==> config.mk <==
export PLATFORM = sky130hd
export DESIGN_NAME = bitstream_loader
export DESIGN_NICKNAME = d
export VERILOG_FILES = /design/src/rtl/bitstream_loader.sv
export SDC_FILE = /design/constraint.sdc
export NUM_CORES = 1
export LEC_CHECK = 0
export CAP_MARGIN = 10
export CORE_ASPECT_RATIO = 1.2
export CORE_MARGIN = 1
export CORE_UTILIZATION = 42
export DETAILED_ROUTE_END_ITERATION = 8
export GPL_TIMING_DRIVEN = 0
export REMOVE_ABC_BUFFERS = 1
export SLEW_MARGIN = 20
export SYNTH_ARGS = -nofsm -noshare
export SYNTH_HDL_FRONTEND = slang
export SYNTH_SLANG_ARGS = --single-unit
==> constraint.sdc <==
create_clock -name clk -period 2.5 [get_ports clk]
set_input_delay 0.625 -clock clk [delete_from_list [all_inputs] [get_ports clk]]
set_output_delay 0.625 -clock clk [all_outputs]
set_load 0.02 [all_outputs]
==> src/rtl/bitstream_loader.sv <==
// Streams a word-wide configuration image LSB-first to FPGACore on io_dta/io_den,
// then issues a one-cycle io_reset pulse to clear the lookup tables.
module bitstream_loader #(
    parameter int unsigned BITS   = 10080,
    parameter int unsigned WORD_W = 16,
    parameter int unsigned ADDR_W = 10
) (
    input  logic              clk,
    input  logic              reset,
    input  logic              start,
    input  logic              abort,
    output logic              mem_rd,
    output logic [ADDR_W-1:0] mem_addr,
    input  logic [WORD_W-1:0] mem_data,
    output logic              io_dta,
    output logic              io_den,
    output logic              io_reset,
    output logic              busy,
    output logic              done
);
    localparam int unsigned NWORDS = (BITS + WORD_W - 1) / WORD_W;
    localparam int unsigned BCW    = $clog2(BITS + 1);
    localparam int unsigned WCW    = $clog2(NWORDS + 1);
    localparam int unsigned PCW    = $clog2(WORD_W);

    typedef enum logic [2:0] {IDLE, FETCH, PRIME, SHIFT, PULSE} state_e;

    state_e             state_q, state_d;
    logic [BCW-1:0]     bit_q, bit_d;
    logic [WCW-1:0]     word_q, word_d;
    logic [PCW-1:0]     pos_q, pos_d;
    logic [WORD_W-1:0]  sr_q, sr_d;
    logic [WORD_W-1:0]  hold_q, hold_d;
    logic               rd_pend_q, rd_pend_d;
    logic               mem_rd_q, mem_rd_d;
    logic [ADDR_W-1:0]  mem_addr_q, mem_addr_d;
    logic               io_dta_q, io_dta_d;
    logic               io_den_q, io_den_d;
    logic               io_reset_q, io_reset_d;
    logic               busy_q, busy_d;
    logic               done_q, done_d;
    logic               last_bit;
    logic               word_end;
    logic [WORD_W-1:0]  next_word;

    always_ff @(posedge clk or negedge reset) begin
        if (!reset) begin
            state_q    <= IDLE;
            bit_q      <= '0;
            word_q     <= '0;
            pos_q      <= '0;
            sr_q       <= '0;
            hold_q     <= '0;
            rd_pend_q  <= 1'b0;
            mem_rd_q   <= 1'b0;
            mem_addr_q <= '0;
            io_dta_q   <= 1'b0;
            io_den_q   <= 1'b0;
            io_reset_q <= 1'b0;
            busy_q     <= 1'b0;
            done_q     <= 1'b0;
        end else begin
            state_q    <= state_d;
            bit_q      <= bit_d;
            word_q     <= word_d;
            pos_q      <= pos_d;
            sr_q       <= sr_d;
            hold_q     <= hold_d;
            rd_pend_q  <= rd_pend_d;
            mem_rd_q   <= mem_rd_d;
            mem_addr_q <= mem_addr_d;
            io_dta_q   <= io_dta_d;
            io_den_q   <= io_den_d;
            io_reset_q <= io_reset_d;
            busy_q     <= busy_d;
            done_q     <= done_d;
        end
    end

    always_comb begin
        state_d    = state_q;
        bit_d      = bit_q;
        word_d     = word_q;
        pos_d      = pos_q;
        sr_d       = sr_q;
        hold_d     = hold_q;
        rd_pend_d  = mem_rd_q;
        mem_rd_d   = 1'b0;
        mem_addr_d = mem_addr_q;
        io_dta_d   = io_dta_q;
        io_den_d   = io_den_q;
        io_reset_d = 1'b0;
        busy_d     = busy_q;
        done_d     = done_q;
        last_bit   = (32'(bit_q) == BITS - 1);
        word_end   = (32'(pos_q) == WORD_W - 1);
        // A read issued last cycle has data on the bus now; bypass the holding register.
        next_word  = rd_pend_q ? mem_data : hold_q;

        case (state_q)
            IDLE: begin
                if (start && !abort) begin
                    state_d    = FETCH;
                    busy_d     = 1'b1;
                    done_d     = 1'b0;
                    mem_rd_d   = 1'b1;
                    mem_addr_d = '0;
                    bit_d      = '0;
                    word_d     = '0;
                    pos_d      = '0;
                end
            end
            FETCH: state_d = PRIME;
            PRIME: begin
                state_d  = SHIFT;
                io_den_d = 1'b1;
                io_dta_d = mem_data[0];
                sr_d     = mem_data >> 1;
                if (NWORDS > 1) begin
                    mem_rd_d   = 1'b1;
                    mem_addr_d = ADDR_W'(1);
                end
            end
            SHIFT: begin
                if (rd_pend_q) hold_d = mem_data;
                if (last_bit) begin
                    state_d    = PULSE;
                    io_den_d   = 1'b0;
                    io_dta_d   = 1'b0;
                    io_reset_d = 1'b1;
                end else begin
                    bit_d = bit_q + BCW'(1);
                    if (word_end) begin
                        pos_d    = '0;
                        word_d   = word_q + WCW'(1);
                        io_dta_d = next_word[0];
                        sr_d     = next_word >> 1;
                        // Prefetch the word after the one now starting, if it exists.
                        if (32'(word_q) + 32'd2 < NWORDS) begin
                            mem_rd_d   = 1'b1;
                            mem_addr_d = ADDR_W'(32'(word_q) + 32'd2);
                        end
                    end else begin
                        pos_d    = pos_q + PCW'(1);
                        io_dta_d = sr_q[0];
                        sr_d     = sr_q >> 1;
                    end
                end
            end
            PULSE: begin
                state_d = IDLE;
                busy_d  = 1'b0;
                done_d  = 1'b1;
            end
            default: state_d = IDLE;
        endcase

        if (abort && state_q != IDLE) begin
            state_d    = IDLE;
            mem_rd_d   = 1'b0;
            rd_pend_d  = 1'b0;
            io_den_d   = 1'b0;
            io_dta_d   = 1'b0;
            io_reset_d = 1'b0;
            busy_d     = 1'b0;
            done_d     = 1'b0;
        end
    end

    assign mem_rd   = mem_rd_q;
    assign mem_addr = mem_addr_q;
    assign io_dta   = io_dta_q;
    assign io_den   = io_den_q;
    assign io_reset = io_reset_q;
    assign busy     = busy_q;
    assign done     = done_q;

endmodule

Word level (Yosys, flattened, before mapping)
Index checks and enable logic that the tools add are counted.
{"block": "totals", "out_inout_bits": 16, "latch_bits": 0, "rom_bits": 0, "ram_bits": 0, "reg_bits": 80, "mem_count": 0, "wordCells": 94}
{"block": "op_classes", "n_eq_ne": 12, "mux": 46, "n_reduce_logical": 17, "bitwise": 0, "n_addsub": 4, "multipliers": 0, "n_lt_le_gt_ge": 1, "n_div": 0, "n_shift": 0}
{"cell": "10-bit 2-to-1 mux", "n": 6}
{"cell": "32-bit by 10-bit < comparator with 1-bit output (second input constant)", "n": 1}
{"cell": "16-bit 2-to-1 mux", "n": 2}
{"cell": "16-bit one-hot mux with 2 select lines", "n": 1}
{"cell": "10-bit one-hot mux with 3 select lines", "n": 1}
{"cell": "14-bit 2-to-1 mux", "n": 2}
{"cell": "14-bit one-hot mux with 2 select lines", "n": 1}
{"cell": "10-bit one-hot mux with 2 select lines", "n": 1}
{"cell": "1-bit 2-to-1 mux", "n": 18}
{"cell": "15-bit 2-to-1 mux", "n": 1}
{"cell": "14-bit by 1-bit adder with 14-bit output (second input constant)", "n": 1}
{"cell": "14-bit == test (second input constant)", "n": 1}
{"cell": "4-bit 2-to-1 mux", "n": 3}
{"cell": "3-bit one-hot mux with 4 select lines", "n": 1}
{"cell": "3-bit nonzero test", "n": 4}
{"cell": "10-bit by 2-bit adder with 11-bit output (second input constant)", "n": 1}
{"cell": "10-bit by 1-bit adder with 10-bit output (second input constant)", "n": 1}
{"cell": "3-bit 2-to-1 mux", "n": 3}
{"cell": "2-bit inequality test (second input constant)", "n": 4}
{"cell": "1-bit one-hot mux with 2 select lines", "n": 4}
{"cell": "4-bit one-hot mux with 2 select lines", "n": 1}
{"cell": "2-bit AND reduction", "n": 4}
{"cell": "3-bit by 2-bit == test with 1-bit output (second input constant)", "n": 2}
{"cell": "3-bit inequality test (second input constant)", "n": 2}
{"cell": "other kinds (12)", "n": 14}

Depth between registers and ports, before layout
Gate-level depths: netlist (run 1).
{"block": "depth", "word_depth": 7, "ltp_mapped": 9}

Least setup slack after synthesis (run 1)
Ideal clock, no wire load.
{"block": "synth_timing", "kind": "reg2reg", "start": "register bit_q[0]", "end": "register word_q[7]", "setup_ns": 0.078, "slack_ns": 0.346, "stages_incl_launch_ff": 9, "path_buffers": 1, "arrival_ns": 2.076, "t_required_ns": 2.422, "period_less_slack_ns": 2.154, "path_cell_list": "dfrtp_1 -> ha_1 -> nand4_4 -> nand4bb_1 -> buf_6 -> a2bb2oi_2 -> or4b_4 -> or3_1 -> a21oi_1"}
{"block": "synth_via", "elab_chain_len": 3}
{"item": "start: declaration", "line": "29", "text": "logic [BCW-1:0] bit_q, bit_d;"}
{"item": "start signal: assignment", "line": "64", "text": "bit_q <= bit_d;"}
{"item": "14-bit == test", "line": "95", "text": "last_bit = (32'(bit_q) == BITS - 1);"}
{"item": "2-bit inequality test (no source line)"}
{"item": "4-bit AND reduction (no source line)"}
{"item": "end signal: assignment", "line": "65", "text": "word_q <= word_d;"}
{"item": "end: declaration", "line": "30", "text": "logic [WCW-1:0] word_q, word_d;"}
Every way passes these cells.
A chain may end at the register's enable or synchronous reset.

Final worst setup path (run 1)
{"block": "layout_timing", "start": "register bit_q[0]", "end": "register mem_addr_q[6] (netlist: mem_addr[6])"}
{"block": "layout_via", "elab_chain_len": 3}
{"item": "14-bit == test", "line": "95"}
{"item": "2-bit inequality test (no source line)"}
{"item": "5-bit AND reduction (no source line)"}
{"item": "end signal: assignment", "line": "71", "text": "mem_addr_q <= mem_addr_d;"}
{"item": "end: declaration", "line": "36", "text": "logic [ADDR_W-1:0] mem_addr_q, mem_addr_d;"}
Every way passes these cells.

==> reports/qor.yml, run 1 <==
ir_worst_vdd_mv: 0.292
synthFlopType: "dfrtp_1"
gp_congestion: 0.871
drtPass1Iterations: 4
hold_viol: 0
ys_warn_count: 0
grt_pass1_vias: 3179
drive_above_1_share_pct: 12.6
row_count: 38
clock_path_buffers: 2
status: "complete, no violations"
dpl.hpwl_um: 5980
synth.avg_cell_area_um2: 9.34
yosysSeqAreaShare_pct: 48.7
fmax_ghz: 0.433
antenna-diode-count: 0
synthArstFlopShare_pct: 100
grt_usage_pct: 20.7
dp.cells: 567
startpoint_type: "flop"
p_leak_nw: 2.04
dieHeight_um: 110
fin_crit_sh_pct: 92.4
power_mw: 3.02
clock_tree.root_cell: "clkbuf_8"
cp.arrival_ps: 2590
highest_layer: "met4"
dr.first_iter.drc_count: 185
max_cap_viol_count: 0
critical_path.top_delay_family: "simple AND/OR/NAND/NOR gates"
min_period_ps: 2310
layout.cells.non_filler: 589
avgViaCountPerCell: 5.60
worst_pin_slew_ps: 758
met3WireLength_um: 292
io-pin-count: 36
io_buffers: 35
power.density_nw_per_um2: 632
drv_slew: 0
path_cells: "ha_1 > nand4_4 > nand4bb_4 > and2_2 > and3_1 > o21ai_4 > mux2i_1"
clk-insertion-delay-late_ps: 360
slew_headroom_pct: 49.3
syn2layout_area_growth_pct: 17.7
initial_utilization_pct: 44.0
clock_sinks: 79
syn_area_um2: 4060
min_path_type: "input port to asynchronous set/reset pin"
met2_length_um: 4500
yosys_register_bits: 79
drc: 0
wire_per_inst_um: 16.3
wl_um: 9610
end_kind: "flop"
synth_cells: 435
vias: 3296
fin_util_pct: 51.8
synth_edf_count: 0
fp.dieW_um: 91.8
overflow: 0
grt_pass1_wl_um: 16000
worst_hold_slack_ps: 204
antenna_found_initial: 0
nets: 490
crit_required_ps: 2780
setup_violations: 0
netlist-cell-type-count: 49
cts_tree: "done"
hold_buffers: 0
criticalPathCategory: "flop to flop"
worst-path-buf-inv: 0
h-tree-depth: 3
wl_met1_um: 4660
path_clk_slew_ps: 80
path_max_fanout: 11
slowest_stage: "dfrtp_1"
die-area_um2: 10100
numCtsBuffers: 9
rsz0062_at_grt: "false"
critPathMaxStageDelay_ps: 410
clock-skew-final_ps: 7.64
core_um2: 9220
grt_max_degree: 50
drtAntennaViolNets: 0
[layer usage]
metal  vias to the layer above  global-route usage (%)
met5                         -                       0
met4                         0                    7.59
met3                        17                    4.22
met2                        65                    32.9
met1                      1632                    28.1
li1                       1582                       -
[cell usage after synthesis (2+ instances only)]
cell type  count  share of area (%)
a21o_1         3               0.55
a21oi_1       18                2.2
a31o_2         3               0.65
and2_1         2               0.31
and3_1         4               0.62
buf_1          2               0.18
buf_2          8               0.99
buf_6          2               0.55
clkbuf_1      13                1.2
dfrtp_1       79                 49
ha_1           5                1.5
inv_1          6               0.55
mux2_2        16                4.4
mux2i_1        8                2.0
nand2_1       67                6.2
nand2b_1       4               0.62
nand3_1       15                1.8
nand4_1        8                1.2
nor2_1        38                3.5
nor2b_1        6               0.92
nor3_1         9                1.1
nor3b_1        4               0.74
nor4_1         3               0.46
o21ai_0       47                5.8
o22ai_1       14                2.2
or3_1          6               0.92
xnor2_1       14                3.0
xor2_1        10                2.2
[cells by family after synthesis]
| family | Yosys count | share of synthesized area, % |
|---|---|---|
| adders and majority gates | 5 | 1.54 |
| DFF | 79 | 48.7 |
| xor gates and xnor gates | 24 | 5.18 |
| buffers and inverters | 31 | 3.48 |
| and+or+nand+nor | 175 | 20.7 |
| muxes | 24 | 6.41 |
| AOI/OAI and AO/OA | 97 | 14.0 |
[state kept, by name, summed over array words and instances (netlist names), 3 cells and up]
signal    cells
word_q       10
state_q       3
sr_q         15
mem_addr     10
pos_q         4
bit_q        14
hold_q       16
[power by group]
group          total, mW  internal (mW)  leakage, nW  switching [mW]
clock              0.919          0.450       0.0957           0.469
sequential          1.58           1.46         1.03           0.121
combinational      0.522          0.258        0.915           0.263
[repair_timing]
action / in CTS / in global routing
pin swaps: 2 / 1
cloned: 2 / 0
gates resized for setup: 9 / 4
buffers inserted: 2 / 3
endpoints found under the setup margin: 59 / 17
hold endpoints to repair: 0 / 0
[cell usage in the layout (no fill, tap or decap), types with 2 or more instances in the layout]
master,instances
dfrtp_1,79
mux2_2,16
nand2_1,67
nor3_1,9
a21o_1,3
o21ai_0,46
clkbuf_8,9
o22ai_1,14
inv_1,6
clkinv_2,4
or3_1,6
nor2_2,2
and3_1,3
nand3_1,15
a21oi_1,16
nor4_1,3
nand2b_1,3
nor2_4,2
nor2b_1,6
nor3b_1,4
a31o_2,3
xor2_1,10
a21oi_2,2
ha_1,5
buf_4,6
mux2i_1,8
nor2_1,37
nand4_1,8
clkdlybuf4s50_1,33
xnor2_1,14
[through the flow]
| stage | setup TNS (ps) | setup slack [ps] | area [µm²] |
|---|---|---|---|
| 3_5_place_dp | -28100 | -1050 | 4490 |
| 6_report | 0 | 190 | 4780 |
| 4_1_cts | 0 | 31.5 | 4730 |
| 2_1_floorplan | -13080 | -569 | 3940 |
| 5_1_grt | 0 | 42.4 | 4780 |
| 3_3_place_gp | -255840 | -2120 | 4440 |
[layout make-up]
class	count	area [µm²]
clock buffers	10	128
repair buffers	42	427
well taps	120	150
fillers	878	4440
clock inverters	5	50.0
inverters	6	22.5
multi-input cells	327	2030
flip-flops and latches	79	1980
[final timing paths]
path                          start     endpoint  slack (ps)  cells past startpoint
setup / recovery           bit_q[0]  mem_addr[6]         190                      7
hold / removal                reset    hold_q[6]         200                      1
setup reg to reg           bit_q[0]  mem_addr[6]         190                      7
hold reg to reg             sr_q[7]      sr_q[7]         490                      2
max in group asynchronous     reset     bit_q[5]        1710                      2
min in group clk            sr_q[7]      sr_q[7]         490                      2
[worst register-to-register path, delay by kind of cell, from the launching register on]
| kind | cells | cell delay [ps] |
|---|---|---|
| multiplexers | 1 | 250 |
| AND/OR/NAND/NOR | 4 | 1140 |
| AO/OA/AOI/OAI | 1 | 180 |
| flip-flops | 1 | 410 |
| adder cells (fa/ha/maj) | 1 | 250 |
No activity file was read; power rests on OpenSTA's default activity.
==> run 2, diff against run 1 <==
--- a/config.mk
+++ b/config.mk
@@ -10,6 +10,7 @@
 export CORE_MARGIN = 1
 export CORE_UTILIZATION = 42
 export DETAILED_ROUTE_END_ITERATION = 8
+export GPL_ROUTABILITY_DRIVEN = 1
 export GPL_TIMING_DRIVEN = 0
 export REMOVE_ABC_BUFFERS = 1
 export SLEW_MARGIN = 20
==> results of run 2 <==
The final DEF is identical to that of run 1; final timing and power are the same.
